File: config.mk
export PLATFORM = sky130hd
export DESIGN_NAME = handshake_master
export DESIGN_NICKNAME = d
export VERILOG_FILES = /design/src/rtl/handshake_master.sv
export SDC_FILE = /design/constraint.sdc
export NUM_CORES = 1
export LEC_CHECK = 0
export ABC_AREA = 1
export CAP_MARGIN = 20
export CORE_ASPECT_RATIO = 1.2
export CORE_MARGIN = 5
export CORE_UTILIZATION = 45
export CTS_BUF_LIST = sky130_fd_sc_hd__clkbuf_16
export DETAILED_ROUTE_END_ITERATION = 8
export DONT_BUFFER_PORTS = 1
export SYNTH_ARGS = -nofsm -noshare
export SYNTH_HDL_FRONTEND = slang
export SYNTH_SLANG_ARGS = --single-unit
export TNS_END_PERCENT = 100
File: constraint.sdc
create_clock -name clk -period 1.9 [get_ports clk]
set_input_delay 0.38 -clock clk [delete_from_list [all_inputs] [get_ports clk]]
set_output_delay 0.38 -clock clk [all_outputs]
set_load 0.03 [all_outputs]
File: src/rtl/handshake_master.sv
`default_nettype none
// ============================================================================
// Module   : handshake_master
// Purpose  : FIFO-buffered valid/ready source with a transfer counter.
//            Define MASTER_TIMEOUT_EN for stall detection and retry.
// Revision : 1.0 - initial release
// ============================================================================
module handshake_master #(
    parameter int NUM     = 8,
    parameter int DEPTH   = 4,
    parameter int TIMEOUT = 16
) (
    input  logic            clk,
    input  logic            rst,
    input  logic            wr_en,
    input  logic [NUM-1:0]  wr_data,
    output logic            full,
    input  logic            busy,
    input  logic            ready,
    output logic            valid,
    output logic [NUM-1:0]  data_out,
    output logic [15:0]     tx_count,
    output logic            err
);

    localparam int                c_ADDR_W    = $clog2(DEPTH);
    localparam logic [c_ADDR_W:0] c_DEPTH_CNT = (c_ADDR_W + 1)'(DEPTH);

    localparam logic [1:0] c_ST_IDLE  = 2'd0;
    localparam logic [1:0] c_ST_SEND  = 2'd1;
`ifdef MASTER_TIMEOUT_EN
    localparam logic [1:0] c_ST_RETRY = 2'd2;
`endif

    logic [NUM-1:0]      r_mem [DEPTH];
    logic [c_ADDR_W-1:0] r_wr_ptr;
    logic [c_ADDR_W-1:0] r_rd_ptr;
    logic [c_ADDR_W:0]   r_count;
    logic [1:0]          r_state;
    logic                r_valid;
    logic [NUM-1:0]      r_data;
    logic [15:0]         r_tx_count;

    logic w_full;
    logic w_empty;
    logic w_push;
    logic w_pop;
    logic w_xfer;
    logic w_timeout;

    assign w_full  = (r_count == c_DEPTH_CNT);
    assign w_empty = (r_count == '0);
    assign w_push  = wr_en && !w_full;
    assign w_xfer  = (r_state == c_ST_SEND) && ready;
    // A new word leaves the FIFO either from idle or in the same edge a transfer completes
    assign w_pop   = ((r_state == c_ST_IDLE) || w_xfer) && !w_empty && !busy;

    always_ff @(posedge clk) begin
        if (w_push) begin
            r_mem[r_wr_ptr] <= wr_data;
        end
    end

    always_ff @(posedge clk or posedge rst) begin
        if (rst) begin
            r_wr_ptr <= '0;
            r_rd_ptr <= '0;
            r_count  <= '0;
        end else begin
            if (w_push) begin
                r_wr_ptr <= r_wr_ptr + 1'b1;
            end
            if (w_pop) begin
                r_rd_ptr <= r_rd_ptr + 1'b1;
            end
            case ({w_push, w_pop})
                2'b10:   r_count <= r_count + 1'b1;
                2'b01:   r_count <= r_count - 1'b1;
                default: r_count <= r_count;
            endcase
        end
    end

    always_ff @(posedge clk or posedge rst) begin
        if (rst) begin
            r_state    <= c_ST_IDLE;
            r_valid    <= 1'b0;
            r_data     <= '0;
            r_tx_count <= '0;
        end else begin
            case (r_state)
                c_ST_IDLE: begin
                    if (w_pop) begin
                        r_data  <= r_mem[r_rd_ptr];
                        r_valid <= 1'b1;
                        r_state <= c_ST_SEND;
                    end
                end
                c_ST_SEND: begin
                    if (ready) begin
                        r_tx_count <= r_tx_count + 16'd1;
                        if (w_pop) begin
                            r_data <= r_mem[r_rd_ptr];
                        end else begin
                            r_valid <= 1'b0;
                            r_state <= c_ST_IDLE;
                        end
                    end else if (w_timeout) begin
`ifdef MASTER_TIMEOUT_EN
                        r_valid <= 1'b0;
                        r_state <= c_ST_RETRY;
`endif
                    end
                end
`ifdef MASTER_TIMEOUT_EN
                c_ST_RETRY: begin
                    r_valid <= 1'b1;
                    r_state <= c_ST_SEND;
                end
`endif
                default: begin
                    r_valid <= 1'b0;
                    r_state <= c_ST_IDLE;
                end
            endcase
        end
    end

`ifdef MASTER_TIMEOUT_EN
    localparam int                c_WAIT_W    = $clog2(TIMEOUT + 1);
    localparam logic [c_WAIT_W-1:0] c_WAIT_LAST = c_WAIT_W'(TIMEOUT - 1);

    logic [c_WAIT_W-1:0] r_wait;
    logic                r_err;

    // The edge that would bring the stall count to TIMEOUT is the timeout edge
    assign w_timeout = (r_state == c_ST_SEND) && !ready && (r_wait == c_WAIT_LAST);

    always_ff @(posedge clk or posedge rst) begin
        if (rst) begin
            r_wait <= '0;
            r_err  <= 1'b0;
        end else begin
            r_err <= w_timeout;
            if ((r_state == c_ST_SEND) && !ready && !w_timeout) begin
                r_wait <= r_wait + 1'b1;
            end else begin
                r_wait <= '0;
            end
        end
    end

    assign err = r_err;
`else
    logic [31:0] w_unused_timeout;

    assign w_unused_timeout = TIMEOUT;
    assign w_timeout        = 1'b0;
    assign err              = 1'b0;
`endif

    assign full     = w_full;
    assign valid    = r_valid;
    assign data_out = r_data;
    assign tx_count = r_tx_count;

endmodule
`default_nettype wire
==> flow_summary.toml, run 1 <==
[status]
outcome = "finished clean"

[min_path]
hold_end = "r_mem[3][2]"
hold-path-cell-count = 0
hold_path.startpoint = "wr_data[2]"
hp-class = "in -> reg"

[yosys]
avgSynthCellArea_um2 = 11.1
yosys.area.top_type = "edfxtp_1"
synth_enable_flop_cells = 32
yosysTopAreaCellShare = 0.337
synth-warning-count = 0
seq_area_frac_synth = 0.618
synthCells = 258
synthDistinctLibCells = 29
async_flop_share = 0.500
synth.cell_area_um2 = 2850
ys.flop_type = "edfxtp_1"
syn_nets = 278
synth-seq-cells = 64
synth_area_leaders = "edfxtp_1 34%, dfrtp_1 28%, nand2_1 6.3%"

[layout]
seq_area_um2 = 1760
multi_input_area_um2 = 940
nets = 296
diodes = 0
utilization = 0.541
layout-drive-gt1-share = 0.196
final_common_cell = "nand2_1"
area_growth_pct = 15.5
final_cell_mix = "48 x nand2_1, 32 x edfxtp_1, 31 x dfrtp_1"
fill_cells = 535

[run]
maxCapViolations = 0

[sta]
setup_tns_ns = 0
layout_min_cycle_time_ns = 1.73
period_share = 0.912
fmax_mhz = 577
hold_viol = 0
finalMaxSlewViolations = 0
rsz0062_at_grt = "false"
clock-skew-final_ns = 0.00385
setup_viol = 0
worst_slack_ns = 0.167

[floorplan]
design.die.area_um2 = 8040
start_util = 0.468
die_h_um = 97.2
fp.dieW_um = 82.7
std_cell_rows = 31
ios = 40
core_area_um2 = 6090

[grt]
grt_pass1_vias = 1723
antenna_found_initial = 0
grt_max_degree = 28
grt_use_total = 0.147
overflow = 0
grt_first_pass_wirelength_um = 8640

[setup_path]
crit_path_max_fanout = 3
reg2reg_slack_ns = 0.17
r2r_cells = 10
worst_setup_path_start_kind = "register"
r2r_end = "r_count[2]"
cp-end-kind = "register"
rr_startpoint = "r_count[0]"
criticalPathCategory = "reg -> reg"
required_ns = 2.10
arrival_ns = 1.93

[pwr]
power_density_nw_per_um2 = 1570
p_sw_mw = 1.89
cell_internal_pwr_mw = 3.30
p_sw_frac = 0.364
pwr-share-comb = 0.253
p_leak_nw = 1.48
ir_drop_mv = 0.806
p_clk_frac = 0.294
power_frac_seq = 0.453

[drt]
drt_first_pass_iters = 4
drcViolationCount = 0
viasPerCell = 4.74
wl_per_cell_um = 14.5
vias = 1722
wirelength_um = 5250
drtIter0Drc = 96
ant_nets = 0

[cts]
numCtsBuffers = 9
cts_tree = "yes"
clk_latency_ns = 0.32
cts_buffer_depth = 2
cts_max_level = 3
cts.sinks = 64
clkSlewWorstSetupHoldPaths_ns = 0.05
cts_root_buf = "clkbuf_16"

[place]
dp_hpwl_um = 3590
pre_cts_ws_ns = 0.101
port_buffers = 0
gp_congestion = 0.753
-- through the flow --
stage,instance area [um^2],hold WS (ns),cells,total power [mW]
6_report,3290,0.149,363,5.18
5_1_grt,3290,0.131,363,5.53
4_1_cts,3290,0.139,363,5.24
3_5_place_dp,3000,0.199,346,3.70
3_3_place_gp,3000,0.195,346,3.67
2_1_floorplan,2850,0.458,258,3.32
-- synthesized netlist by cell type (2+ instances only) --
cell type  instances
nor2_1            26
xor2_1            10
ha_1               6
nor2_2             5
nand3_2            3
a21oi_1            4
inv_2              7
inv_1             23
buf_6              2
nor2_4             4
xor2_2             2
nand3_1            8
nand2_4            2
o21ai_0           16
o22ai_1            8
nand2_1           48
nand2_2            3
buf_4              2
dfrtp_1           32
edfxtp_1          32
xnor2_1            5
o21ai_1            3
-- registers in the layout (all words and copies together) (netlist names) --
| register | flops |
|---|---|
| r_mem | 32 |
| tx_count | 16 |
| data_out | 8 |
| r_count | 3 |
| r_rd_ptr | 2 |
| r_wr_ptr | 2 |
| valid | 1 |
-- logic make-up (layout without fill, tap and decap cells) --
kind of cell / after synthesis / after routing / synth area share
AOI/OAI and AO/OA: 31 / 31 / 0.0579
xor gates and xnor gates: 17 / 17 / 0.0575
adders and majority gates: 7 / 7 / 0.0333
buffers and inverters: 36 / 59 / 0.0557
DFF: 64 / 64 / 0.618
other: 1 / 1 / 0.00131
and+or+nand+nor: 102 / 102 / 0.177
-- critical path: stages (launching register included) --
cell and delay [ns]:
dfrtp_1 0.37, inv_2 0.07, nand3_2 0.08, nand3_1 0.10, inv_2 0.07, ha_1 0.13, inv_1 0.07, fa_2 0.34
a21oi_1 0.13, o21ai_0 0.10, xor2_1 0.15
-- timing repair --
| item | in CTS | in global routing |
|---|---|---|
| endpoints found under the setup margin | 0 | 1 |
| setup buffers | 0 | 0 |
| hold endpoints to repair | 5 | 0 |
| gates resized for setup | 0 | 2 |
| hold buffers | 1 | 0 |
-- power by group through the flow --
stage	Clock, mW	Combinational (mW)	Sequential [mW]
2_1_floorplan	0	0.989	2.33
3_3_place_gp	0	1.30	2.37
3_5_place_dp	0	1.32	2.38
4_1_cts	1.56	1.33	2.35
5_1_grt	1.63	1.50	2.39
6_report	1.53	1.31	2.35
-- layout make-up --
cell class / count / share of cell area
clock buffers: 9 / 0.0684
clock inverters: 7 / 0.0167
multi-input cells: 158 / 0.285
inverters: 31 / 0.0353
repair buffers: 12 / 0.0281
flip-flops and latches: 64 / 0.535
well taps: 82 / 0.0311
-- metal layers --
layer / wire length, um / track usage / up-vias / share of wire
li1: - / - / 875 / -
met1: 2310 / 0.184 / 799 / 0.44
met2: 2510 / 0.217 / 40 / 0.48
met3: 314 / 0.0529 / 8 / 0.060
met4: 121 / 0.0792 / 0 / 0.023
met5: 0 / 0 / - / 0
-- worst max-delay path by stage --
stage               start         end  slack (ns)
2_1_floorplan       valid  r_count[2]       0.005
3_3_place_gp   r_count[0]  r_count[2]        0.15
3_5_place_dp   r_count[0]  r_count[2]        0.10
4_1_cts        r_count[0]  r_count[2]        0.08
5_1_grt        r_count[1]  r_count[2]       0.002
6_report       r_count[0]  r_count[2]        0.17
Note: power is estimated with default switching activity, not from simulation.
==> inputs of run 2 (changes only) <==
--- a/config.mk
+++ b/config.mk
@@ -10,7 +10,7 @@
 export CORE_ASPECT_RATIO = 1.2
 export CORE_MARGIN = 5
 export CORE_UTILIZATION = 45
-export CTS_BUF_LIST = sky130_fd_sc_hd__clkbuf_16
+export CTS_BUF_LIST = sky130_fd_sc_hd__clkbuf_4 sky130_fd_sc_hd__clkbuf_8 sky130_fd_sc_hd__clkbuf_16
 export DETAILED_ROUTE_END_ITERATION = 8
 export DONT_BUFFER_PORTS = 1
 export SYNTH_ARGS = -nofsm -noshare
==> run 2 against run 1 <==
Net effect: hold slack lost 0.0070 ns; routed wire length is essentially flat; core utilization shrank 1.5 points; die area is the same; fmax shrank 0.53%; first-iteration DRC count shrank 24%; largest power group unchanged.
==> flow_summary.toml, run 2 (same netlist as run 1, synthesis figures left out) <==
[sta]
rsz0062_at_grt = "false"
fmax_mhz = 574
hold_viol = 0
setup_viol = 0
finalMaxSlewViolations = 0
period_share = 0.917
worst_slack_ns = 0.158
clock-skew-final_ns = 0.00671
layout_min_cycle_time_ns = 1.74
setup_tns_ns = 0

[pwr]
p_sw_frac = 0.384
power_density_nw_per_um2 = 1490
power_frac_seq = 0.493
p_leak_nw = 1.44
p_sw_mw = 1.83
pwr-share-comb = 0.276
cell_internal_pwr_mw = 2.93
ir_drop_mv = 0.851
p_clk_frac = 0.231

[cts]
clk_latency_ns = 0.33
cts.sinks = 64
cts_buffer_depth = 2
cts_tree = "yes"
cts_max_level = 3
numCtsBuffers = 9
clkSlewWorstSetupHoldPaths_ns = 0.07
cts_root_buf = "clkbuf_8"

[floorplan]
start_util = 0.468
core_area_um2 = 6090
std_cell_rows = 31
die_h_um = 97.2
design.die.area_um2 = 8040
fp.dieW_um = 82.7
ios = 40

[layout]
diodes = 0
fill_cells = 550
largest_register_ff_count = 32
nets = 296
seq_area_um2 = 1760
multi_input_area_um2 = 940
top_register = "r_mem"
layout-drive-gt1-share = 0.203
final_cell_mix = "48 x nand2_1, 32 x edfxtp_1, 31 x dfrtp_1"
final_common_cell = "nand2_1"
finalInstanceArea_um2 = 3200
area_growth_pct = 12.2

[setup_path]
crit_top_cell = "inv_2"
arrival_ns = 1.95
criticalPathCategory = "reg -> reg"
worst_setup_path_start_kind = "register"
cpMaxStageDelayCell = "dfrtp_1"
cp-end-kind = "register"
cp_top_family = "adder cells"
crit_path_max_fanout = 3
timing.critical_path.buf_inv = 3
required_ns = 2.11
max_stage_delay_ns = 0.38
crit_chain = "inv_2 -> nand3_2 -> nand3_1 -> inv_2 -> ha_1 -> inv_1 -> fa_2 -> a21oi_1 -> o21ai_0 -> xor2_1"

[grt]
grt_max_degree = 28
grt_first_pass_wirelength_um = 8630
overflow = 0
antenna_found_initial = 0
use_met1 = 0.183
grt-busiest-layer = "met2"
grt_pass1_vias = 1738
use_met2 = 0.215
grtUsageMet3 = 0.0557
grt_use_total = 0.146

[place]
place_area_um2 = 3000
pre_cts_ws_ns = 0.101
gp_congestion = 0.753
port_buffers = 0
dp_hpwl_um = 3590

[run]
maxCapViolations = 0

[drt]
drtIter0Drc = 73
ant_nets = 0
drt_first_pass_iters = 4
wl_per_cell_um = 14.5
wirelength_um = 5260
vias = 1738
drcViolationCount = 0
viasPerCell = 4.79

[min_path]
hp-class = "in -> reg"

[status]
outcome = "finished clean"
## run 2: cell count changes in the layout (fill, tap and decap cells not counted)
cell,delta
clkbuf_16,-9
clkbuf_4,+2
clkbuf_8,+9
inv_1,-2
## run 2: final cells by class
type	instances	share of cell area
Timing Repair Buffer	12	0.0289
Inverter	31	0.0364
Sequential cell	64	0.551
Clock buffer	11	0.0434
Clock inverter	5	0.0149
Tap cell	82	0.0321
Multi-Input combinational cell	158	0.294
## run 2: stage by stage
stage	cells	total power, mW	utilization	hold WS [ns]
6_report	363	4.75	0.526	0.142
5_1_grt	363	5.11	0.526	0.107
4_1_cts	363	4.82	0.524	0.120
3_5_place_dp	346	3.70	0.492	0.199
3_3_place_gp	346	3.67	0.492	0.195
2_1_floorplan	258	3.32	-	0.458
## run 2: power by group through the flow
stage	sequential, mW	clock [mW]	combinational (mW)
floorplan	2.33	0	0.989
finish	2.34	1.10	1.31
detailed placement	2.38	0	1.32
global placement	2.37	0	1.30
CTS	2.35	1.13	1.34
global route	2.39	1.21	1.50
## run 2: final timing paths
check                      startpoint           to  slack [ns]  cells after the start
setup / recovery           r_count[0]   r_count[2]        0.16                     10
hold / removal             wr_data[4]  r_mem[2][4]        0.14                      0
min in group asynchronous         rst   r_count[0]        0.43                      2
max in group asynchronous         rst  data_out[2]        0.84                      3
setup reg to reg           r_count[0]   r_count[2]        0.16                     10
hold reg to reg            r_count[0]   r_count[0]        0.49                      1
## run 2: timing repair
action	in CTS	in global routing
hold buffers	1	0
gates resized for setup	0	2
setup buffers	0	0
endpoints found under the setup margin	0	1
hold endpoints to repair	5	0
## run 2: metal layers
metal  wire length (um)  share of wire
met1               2360           0.45
met2               2470           0.47
met3                302          0.057
met4                129          0.025
met5                  0              0
==> inputs of run 3 (changes only) <==
--- a/config.mk
+++ b/config.mk
@@ -12,7 +12,8 @@
 export CORE_UTILIZATION = 45
 export CTS_BUF_LIST = sky130_fd_sc_hd__clkbuf_4 sky130_fd_sc_hd__clkbuf_8 sky130_fd_sc_hd__clkbuf_16
 export DETAILED_ROUTE_END_ITERATION = 8
-export DONT_BUFFER_PORTS = 1
+export PLACE_DENSITY = 0.7
+export REMOVE_ABC_BUFFERS = 1
 export SYNTH_ARGS = -nofsm -noshare
 export SYNTH_HDL_FRONTEND = slang
 export SYNTH_SLANG_ARGS = --single-unit
==> run 3 against run 2 <==
Net effect: via count up 9.9%; critical path depth is 9 lower; non-clock buffer count up 38; total power grew 10%; critical path type is now reg -> out; hold slack gained 0.30 ns; die area did not move; cell area increased by 13%; core utilization grew 7.0 points; final cell count up 10%; largest power group unchanged; worst setup slack lost 0.12 ns; routed wire length increased by 4.3%; sequential power is 9.4% lower.
==> flow_summary.toml, run 3 (same netlist as run 1, synthesis figures left out) <==
[drt]
wirelength_um = 5480
drt_first_pass_iters = 6
wl_per_cell_um = 13.7
vias = 1910
ant_nets = 0
drcViolationCount = 0
drtIter0Drc = 50
viasPerCell = 4.76

[cts]
clkSlewWorstSetupHoldPaths_ns = 0.07
cts.sinks = 64
numCtsBuffers = 9
cts_tree = "yes"
cts_root_buf = "clkbuf_8"
clk_latency_ns = 0.34
post_cts_buffers = 0
cts_buffer_depth = 2
cts_max_level = 3
hold_buffers = 0

[floorplan]
ios = 40
design.die.area_um2 = 8040
core_area_um2 = 6090
fp.dieW_um = 82.7
std_cell_rows = 31
start_util = 0.468
die_h_um = 97.2

[sta]
worst_pin_slew_ns = 0.546
finalMaxSlewViolations = 0
worst_slack_ns = 0.0373
fmax_mhz = 537
relSlewSlack = 0.636
hold_viol = 0
setup_viol = 0
layout_min_cycle_time_ns = 1.86
clock-skew-final_ns = 0.00623
period_share = 0.980

[pwr]
ir_drop_mv = 0.884
p_leak_nw = 1.64
power_density_nw_per_um2 = 1450

[grt]
grt_first_pass_wirelength_um = 9270
antenna_found_initial = 0
grt_pass1_vias = 1993
overflow = 0
grt_use_total = 0.154
grt_max_degree = 33

[status]
outcome = "finished clean"

[layout]
layout-drive-gt1-share = 0.185
diodes = 0
nets = 334
top_register = "r_mem"
final_cell_mix = "47 x nand2_1, 34 x clkdlybuf4s50_1, 32 x dfrtp_1, 32 x edfxtp_1, 26 x nor2_1"
largest_register_ff_count = 32
finalInstanceArea_um2 = 3620
final_common_cell = "nand2_1"
area_growth_pct = 27.1

[setup_path]
criticalPathCategory = "reg -> out"
required_ns = 1.52
timing.critical_path.buf_inv = 1
crit_chain = "clkdlybuf4s50_1"
max_stage_delay_ns = 0.71
cp-end-kind = "output pin"
cpMaxStageDelayCell = "clkdlybuf4s50_1"
worst_setup_path_start_kind = "register"
cp_top_family = "buffers and inverters"
arrival_ns = 1.48
crit_path_max_fanout = 4

[place]
dp_hpwl_um = 3860
pre_cts_ws_ns = -0.344
port_buffers = 38
place_area_um2 = 3380
gp_congestion = 0.859

[run]
maxCapViolations = 0

[min_path]
hp-class = "in -> async"
==> run 3: changes by cell type in the layout (fill, tap and decap cells not counted), sizes merged <==
cell / previous run / this run
clkdlybuf4s50: 0 / 34
dlymetal6s2s: 0 / 3
buf: 11 / 12
bufinv: 1 / 2
clkbuf: 11 / 10
clkdlybuf4s15: 0 / 1
dlygate4sd3: 1 / 0
==> run 3: metal layers <==
layer	wire [um]	part of all wire	global-route usage
met5	0	0	0
met4	86	0.016	0.0579
met3	281	0.051	0.0427
met2	2910	0.53	0.264
met1	2210	0.40	0.177
==> run 3: metrics by stage <==
| stage | setup TNS (ns) | std cells | power [mW] | hold slack [ns] | util |
|---|---|---|---|---|---|
| floorplan | -0.583 | 253 | 3.26 | 0.458 | - |
| global placement | -0.378 | 385 | 3.93 | 0.462 | 0.556 |
| detailed placement | -0.460 | 385 | 4.00 | 0.465 | 0.556 |
| CTS | 0 | 401 | 5.29 | 0.453 | 0.592 |
| global route | -0.0201 | 401 | 5.60 | 0.482 | 0.595 |
| finish | 0 | 401 | 5.25 | 0.442 | 0.595 |
==> run 3: cell type report <==
class	count	area, um^2
clock buffers	10	138
fillers	529	2460
multi-input cells	158	946
flip-flops and latches	64	1760
inverters	31	116
repair buffers	50	478
well taps	82	103
clock inverters	6	82.6
==> run 3: worst paths after layout <==
check                       startpoint     endpoint  slack (ns)  depth (start not counted)
min in group clk           data_out[7]  data_out[7]        0.48                          2
setup / recovery           tx_count[7]  tx_count[7]        0.04                          1
setup reg to reg            r_count[0]   r_count[2]        0.16                          9
hold / removal                     rst  tx_count[0]        0.44                          3
max in group asynchronous          rst  data_out[5]        1.16                          3
hold reg to reg            data_out[7]  data_out[7]        0.48                          2
==> run 3: repair_timing <==
action	CTS	global route
gates resized for setup	1	9
endpoints found under the hold margin	0	0
setup endpoints to repair	1	5
==> run 3: power breakdown <==
| group | total (mW) | internal [mW] | switching [mW] | leakage, nW |
|---|---|---|---|---|
| clock network | 1.28 | 0.767 | 0.516 | 0.114 |
| registers | 2.12 | 1.84 | 0.286 | 0.689 |
| logic | 1.85 | 0.736 | 1.11 | 0.840 |
| total | 5.25 | 3.34 | 1.91 | 1.64 |
